**src/rtl/sprite_fetch.sv**
```systemverilog
// Animated sprite pixel fetcher: maps the VGA beam position onto a ROM address
// for the current animation frame and returns the registered palette index.
module sprite_fetch #(
    parameter int SPR_W  = 20,
    parameter int SPR_H  = 30,
    parameter int FRAMES = 4,
    parameter int HOLD   = 6
) (
    input  logic        Clk,
    input  logic        Reset_n,
    input  logic [9:0]  DrawX,
    input  logic [9:0]  DrawY,
    input  logic        pix_valid,
    input  logic [9:0]  SpriteX,
    input  logic [9:0]  SpriteY,
    input  logic        frame_tick,
    input  logic        attack_start,
    input  logic [4:0]  rom_data,
    output logic [18:0] read_address,
    output logic [4:0]  pixel_idx,
    output logic        pixel_on,
    output logic        pixel_valid_out,
    output logic        busy,
    output logic        done
);
    localparam int FRAME_W = (FRAMES > 1) ? $clog2(FRAMES) : 1;
    localparam int HOLD_W  = (HOLD > 1) ? $clog2(HOLD) : 1;
    localparam logic [FRAME_W-1:0] FRAME_LAST = FRAME_W'(FRAMES - 1);
    localparam logic [FRAME_W-1:0] FRAME_ONE  = FRAME_W'(1);
    localparam logic [HOLD_W-1:0]  HOLD_LAST  = HOLD_W'(HOLD - 1);
    localparam logic [HOLD_W-1:0]  HOLD_ONE   = HOLD_W'(1);
    localparam logic [10:0] SPR_W11  = 11'(SPR_W);
    localparam logic [10:0] SPR_H11  = 11'(SPR_H);
    localparam logic [18:0] SPR_W19  = 19'(SPR_W);
    localparam logic [18:0] FRAME_SZ = 19'(SPR_W * SPR_H);

    typedef enum logic {IDLE, PLAY} state_t;

    state_t              state, state_nxt;
    logic [FRAME_W-1:0]  frame, frame_nxt;
    logic [HOLD_W-1:0]   hold_cnt, hold_nxt;
    logic                done_nxt;

    always_ff @(posedge Clk or negedge Reset_n) begin
        if (!Reset_n) begin
            state    <= IDLE;
            frame    <= '0;
            hold_cnt <= '0;
            done     <= 1'b0;
        end else begin
            state    <= state_nxt;
            frame    <= frame_nxt;
            hold_cnt <= hold_nxt;
            done     <= done_nxt;
        end
    end

    // attack_start is only looked at in IDLE, so a same-cycle tick is dropped
    // and a start during PLAY (including the completing cycle) is ignored.
    always_comb begin
        state_nxt = state;
        frame_nxt = frame;
        hold_nxt  = hold_cnt;
        done_nxt  = 1'b0;
        case (state)
            IDLE: begin
                frame_nxt = '0;
                hold_nxt  = '0;
                if (attack_start) state_nxt = PLAY;
            end
            PLAY: begin
                if (frame_tick) begin
                    if (hold_cnt == HOLD_LAST) begin
                        hold_nxt = '0;
                        if (frame == FRAME_LAST) begin
                            state_nxt = IDLE;
                            frame_nxt = '0;
                            done_nxt  = 1'b1;
                        end else begin
                            frame_nxt = frame + FRAME_ONE;
                        end
                    end else begin
                        hold_nxt = hold_cnt + HOLD_ONE;
                    end
                end
            end
            default: state_nxt = IDLE;
        endcase
    end

    assign busy = (state == PLAY);

    logic        in_box;
    logic [9:0]  dx, dy;
    logic [18:0] addr_nxt;
    logic        s1_in_box, s1_valid, s2_in_box, s2_valid;
    logic        on_nxt;

    // Box ends are formed in 11 bits so a sprite near column 1023 never wraps.
    assign in_box = ({1'b0, DrawX} >= {1'b0, SpriteX}) &&
                    ({1'b0, DrawX} <  ({1'b0, SpriteX} + SPR_W11)) &&
                    ({1'b0, DrawY} >= {1'b0, SpriteY}) &&
                    ({1'b0, DrawY} <  ({1'b0, SpriteY} + SPR_H11));
    assign dx = DrawX - SpriteX;
    assign dy = DrawY - SpriteY;
    assign addr_nxt = (in_box && pix_valid)
                    ? (FRAME_SZ * 19'(frame)) + (19'(dy) * SPR_W19) + 19'(dx)
                    : '0;
    assign on_nxt = s2_in_box && s2_valid && (rom_data != 5'd0);

    always_ff @(posedge Clk or negedge Reset_n) begin
        if (!Reset_n) begin
            read_address    <= '0;
            s1_in_box       <= 1'b0;
            s1_valid        <= 1'b0;
            s2_in_box       <= 1'b0;
            s2_valid        <= 1'b0;
            pixel_idx       <= '0;
            pixel_on        <= 1'b0;
            pixel_valid_out <= 1'b0;
        end else begin
            read_address    <= addr_nxt;
            s1_in_box       <= in_box;
            s1_valid        <= pix_valid;
            s2_in_box       <= s1_in_box;
            s2_valid        <= s1_valid;
            pixel_on        <= on_nxt;
            pixel_idx       <= on_nxt ? rom_data : 5'd0;
            pixel_valid_out <= s2_valid;
        end
    end
endmodule

```
**config.mk**
```make
export PLATFORM = sky130hd
export DESIGN_NAME = sprite_fetch
export DESIGN_NICKNAME = d
export VERILOG_FILES = /design/src/rtl/sprite_fetch.sv
export SDC_FILE = /design/constraint.sdc
export NUM_CORES = 1
export LEC_CHECK = 0
export CORE_ASPECT_RATIO = 0.75
export CORE_MARGIN = 8
export CORE_UTILIZATION = 48
export CTS_BUF_LIST = sky130_fd_sc_hd__clkbuf_2 sky130_fd_sc_hd__clkbuf_4 sky130_fd_sc_hd__clkbuf_8
export DETAILED_ROUTE_END_ITERATION = 10
export GPL_TIMING_DRIVEN = 0
export PLACE_DENSITY_LB_ADDON = 0.15
export SYNTH_ARGS = -nofsm -noshare
export SYNTH_HDL_FRONTEND = slang
export SYNTH_SLANG_ARGS = --single-unit
```
**constraint.sdc**
```tcl
create_clock -name Clk -period 2.9 [get_ports Clk]
set_input_delay 0.58 -clock Clk [delete_from_list [all_inputs] [get_ports Clk]]
set_output_delay 0.58 -clock Clk [all_outputs]
set_load 0.01 [all_outputs]
```
* Word level (Yosys, flattened, before mapping)
Cells that the tools add are included.
Operators by class: bitwise operators 1, divide/modulo/power cells 0, magnitude comparators 4, shift operators 0, $mul 2, reduce and logical (&&, ||, !) cells 8, mux-type cells 18, add/sub/neg operators 8, equality and inequality tests 4
Operators with widths (number):
- adder 10 x 5 -> 11 bit, second input constant | 2
- less-than comparator 10 x 11 -> 1 bit | 2
- >= comparator 10 bit | 2
- subtractor 10 bit | 2
- adder 16 x 10 -> 17 bit | 1
- 2-to-1 mux 17 bit | 1
- adder 12 x 15 -> 16 bit | 1
- multiplier 10 x 3 -> 13 bit, second input constant | 1
- multiplier 7 x 2 -> 9 bit, first input constant | 1
- 2-to-1 mux 1 bit | 8
- logical AND 1 bit | 6
- 2-to-1 mux 2 bit | 3
- 2-to-1 mux 3 bit | 2
- one-hot mux 3 bit (2 select lines) | 1
- 2-to-1 mux 5 bit | 1
- nonzero test 5 bit | 1
- one-hot mux 2 bit (2 select lines) | 1
- adder 3 x 1 -> 3 bit, second input constant | 1
- equality test 3 bit, second input constant | 1
- adder 2 x 1 -> 2 bit, second input constant | 1
- equality test 2 bit, second input constant | 1
- inequality test 2 x 1 -> 1 bit, second input constant | 1
- inequality test 2 bit, second input constant | 1
- one-hot mux 1 bit (2 select lines) | 1
- other kinds (2) | 2
Storage, ports and cells: memories kept 0, bits in latches 0, output and inout bits 28, input bits 50, logic and storage cells 57, memory bits (writable) 0, bits in registers 35, ROM bits 0

* Depth between registers and ports, before layout
depth after elaboration 7, mapped depth 24, gate-level depth less buffers 24

* Least setup slack after synthesis
No wires, ideal clock.
kind input -> register, start in DrawY[0], end reg read_address[13], required time 2.782 ns, arrival 4.733 ns, cell stages on the path 24, setup time 0.118 ns, path buffers 0, setup slack -1.952 ns, path through inv_1 ha_1 fa_1 nor2b_1 o21ai_0 a21boi_0 o21ai_0 nor2b_1 xnor2_1 ha_1 ha_1 nor2b_1 nor2_1 xor2_1 fa_1 inv_1 ha_1 o21ai_0 a31oi_1 o21a_1 o21a_1 o21ai_0 xor2_1 nor2_1
Between the ends: cells in the longest elaborated chain, start to end 5, elaborated cells between the ends (all ways) 10, classes of those cells add/sub: 3; mul: 1; order compare: 2; mux: 1; reduce/logical: 3
Ends and longest elaborated chain:
- from (decl) | line 12 | input logic [9:0] DrawY,
- subtractor 10 bit or >= comparator 10 bit (tied branches) | line 105, 102
- multiplier 10 x 3 -> 13 bit or logical AND 1 bit (tied branches) | line 107, 101
- adder 12 x 15 -> 16 bit or logical AND 1 bit (tied branches) | line 107, 102
- adder 16 x 10 -> 17 bit or logical AND 1 bit (tied branches) | line 107, 106
- 2-to-1 mux 17 bit (*) | line 107 | ? (FRAME_SZ * 19'(frame)) + (19'(dy) * SPR_W19) + 19'(dx)
- net addr_nxt[13] | line 95 | logic [18:0] addr_nxt;
- to (signal assigned) | line 122 | read_address <= addr_nxt;
- to (decl) | line 19 | output logic [18:0] read_address,
Mark *: on every way through the listed nets, which the timed path passes. The rest lies on a longest branch. A chain may end at the register's enable or synchronous reset.

* Worst setup path in the final report
start in DrawY[2], end reg read_address[13]
The elaborated chain is that of the path after synthesis.

==> flow_summary.toml <==
[outcome]
outcome = "complete, but fails checks"
violations = "setup timing"

[yosys]
ys.flop_type = "dfrtp_1"
synth_area_per_cell_um2 = 8.97
async_flop_share_pct = 100
synth.distinct_cells = 47
synth_edf_count = 0
netlist_instances = 403
synth-seq-area-share_pct = 23.5
yosys_register_bits = 34
syn_area_um2 = 3620
yosys_warnings = 0

[layout]
utilization_pct = 75.5
area_growth_pct = 53.1
drive_gt1_share_pct = 29.6
n_antenna_cell = 0
final_cell_area_um2 = 5540
nNetsFinal = 655
layout_commonest_cell = "clkdlybuf4s50_1"
mostFrequentLayoutCells = "clkdlybuf4s50_1, ha_1, inv_1, dfrtp_1, buf_4"

[critical_path]
worstSetupPathType = "in -> reg"
crit_path_max_fanout = 4
cp.required_ps = 3110
end_kind = "register"
startpoint_type = "input port"
critical_path_arrival_ps = 4680

[min_path]
hp-class = "in -> async"

[cts]
numCtsBuffers = 5
cts_buffer_depth = 2
clk_pin_slew_worst_paths_ps = 60
cts_tree = "done"
ctsHoldBuffers = 0
htreeDepth = 2
clkLatencyLatePin_ps = 280
cts_root_buffer = "clkbuf_8"
cts.sinks = 34

[timing]
rsz0062_at_grt = "true"
relSlewSlack_pct = 52.3
setup_viol = 15
finalHoldViolCount = 0
fin_crit_sh_pct = 154
worstMarginPinSlew_ps = 715
hold_slack_ps = 355
maxSlewViolCount = 0
clock_skew_ps = 4.91
max_freq_ghz = 0.224
period_minus_slack_ps = 4460
setup_ws_ps = -1560

[place]
post-dp-hpwl_um = 6990
place_ws_ps = -2620
finalWeightedCongestion = 0.880
port_buffers = 74
post_dp_cell_area_um2 = 4720

[grt]
antenna_found_initial = 0
grt.total_usage_pct = 17.2
grt_pass1_wl_um = 15200
grt_max_degree = 35
grt.overflow.total = 0
grt_pass1_vias = 3369

[routing]
post_drt_wl_per_cell_um = 15.7
drt_first_iter_violations = 132
drt_pass1_iterations = 4
viasPerCell = 5.33
ant_nets = 0
drc = 0
routed_wl_um = 9850
vias = 3348

[floorplan]
ios = 78
chipWidth_um = 116
dieArea_um2 = 10600
rows = 27
core-area_um2 = 7330
die_y_um = 91.2
initial_core_util_pct = 49.3

[power_and_ir_drop]
leakage_nw = 2.57
design_power_total_mw = 5.45
p_per_area_nw_per_um2 = 985
ir_worst_vdd_mv = 0.653

[job]
drv_cap = 0
## flip-flops by register name, indices dropped and copies added, names as in the netlist, 2 cells and up
register / count
frame: 2
pixel_idx: 5
hold_cnt: 3
read_address: 16
## metrics by stage
| stage | std cells | TNS, ps |
|---|---|---|
| global placement | 581 | -24370 |
| global route | 628 | -13210 |
| floorplan | 406 | -10240 |
| finish | 628 | -11570 |
| CTS | 613 | -11190 |
| detailed placement | 581 | -25480 |
## routing by layer
| layer | routed length, um | global-route usage [%] | share of wire [%] |
|---|---|---|---|
| met1 | 4350 | 21.9 | 44 |
| met2 | 4940 | 29.6 | 50 |
| met3 | 404 | 2.51 | 4.1 |
| met4 | 151 | 4.52 | 1.5 |
| met5 | 0 | 0 | 0 |
## timing repair
action,CTS,global route
endpoints found under the hold margin,0,0
gates cloned,1,0
buffers inserted,24,16
pin swaps,43,44
endpoints found under the setup margin,16,15
gates resized for setup,117,37
## cells by family (layout without fill, tap and decap cells)
kind of cell               after synthesis  in the layout  share of synthesized area, %
adders and majority gates               78             78                          29.3
xor gates and xnor gates                41             41                          9.93
buffers and inverters                   46            167                          5.29
other                                    1              4                         0.104
muxes                                    1              1                         0.277
and+or+nand+nor                        118            118                          16.7
DFF                                     34             34                          23.5
AOI/OAI and AO/OA                       84             84                          14.9
## worst paths after layout
path	slack (ps)	to	cells past startpoint	from
max	-1560	read_address[13]	23	DrawY[2]
min	360	read_address[7]	1	Reset_n
max reg2reg	-380	read_address[13]	13	frame[0]
min reg2reg	360	s2_valid	0	s1_valid
max in group asynchronous	2090	pixel_on	1	Reset_n
min in group Clk	360	s2_valid	0	s1_valid
## synthesized netlist by cell type (all sizes together), types with 2 or more instances
cell / n / area share [%]
inv: 42 / 4.4
nor4: 5 / 0.87
a31oi: 2 / 0.35
a221o: 2 / 0.55
o21ai: 14 / 1.9
ha: 67 / 23
fa: 11 / 6.1
nor2b: 14 / 2.4
and3: 11 / 1.9
buf: 4 / 0.93
a211o: 2 / 0.48
xnor2: 29 / 7.0
o21bai: 4 / 0.83
a21oi: 29 / 4.0
nor3b: 4 / 0.83
o21a: 11 / 2.3
nor2: 35 / 3.6
nand3: 6 / 0.83
dfrtp: 34 / 24
nor3: 15 / 2.4
nand2: 19 / 2.0
a21o: 9 / 1.9
xor2: 12 / 2.9
nand2b: 2 / 0.35
## power by group
group	total (mW)	leakage [nW]	internal (mW)	switching, mW
sequential	0.583	0.451	0.533	0.0498
combinational	4.54	2.07	2.24	2.30
clock	0.332	0.0452	0.184	0.148
## worst max-delay path: stages
cell and delay, ps:
dlygate4sd2_1 280, ha_4 240, nor2b_2 150, o21ai_2 140
a21boi_2 80, o21ai_2 190, nor2b_4 190, xnor2_2 130
ha_1 280, ha_4 280, nor2b_4 150, nor2_2 50
xor2_1 160, fa_1 500, inv_2 40, ha_4 280
o21ai_4 70, a31oi_4 180, o21a_1 170, o21a_1 200
o21ai_2 80, xor2_1 150, nor2_1 90
## area by class of cell
cell class,count,area (um2)
Timing Repair Buffer,114,1080
Multi-Input combinational cell,326,3170
Sequential cell,34,851
Buffer,4,37.5
Tap cell,101,126
Fill cell,515,1790
Clock buffer,7,83.8
Inverter,42,193
(Power assumes the default switching activity.)
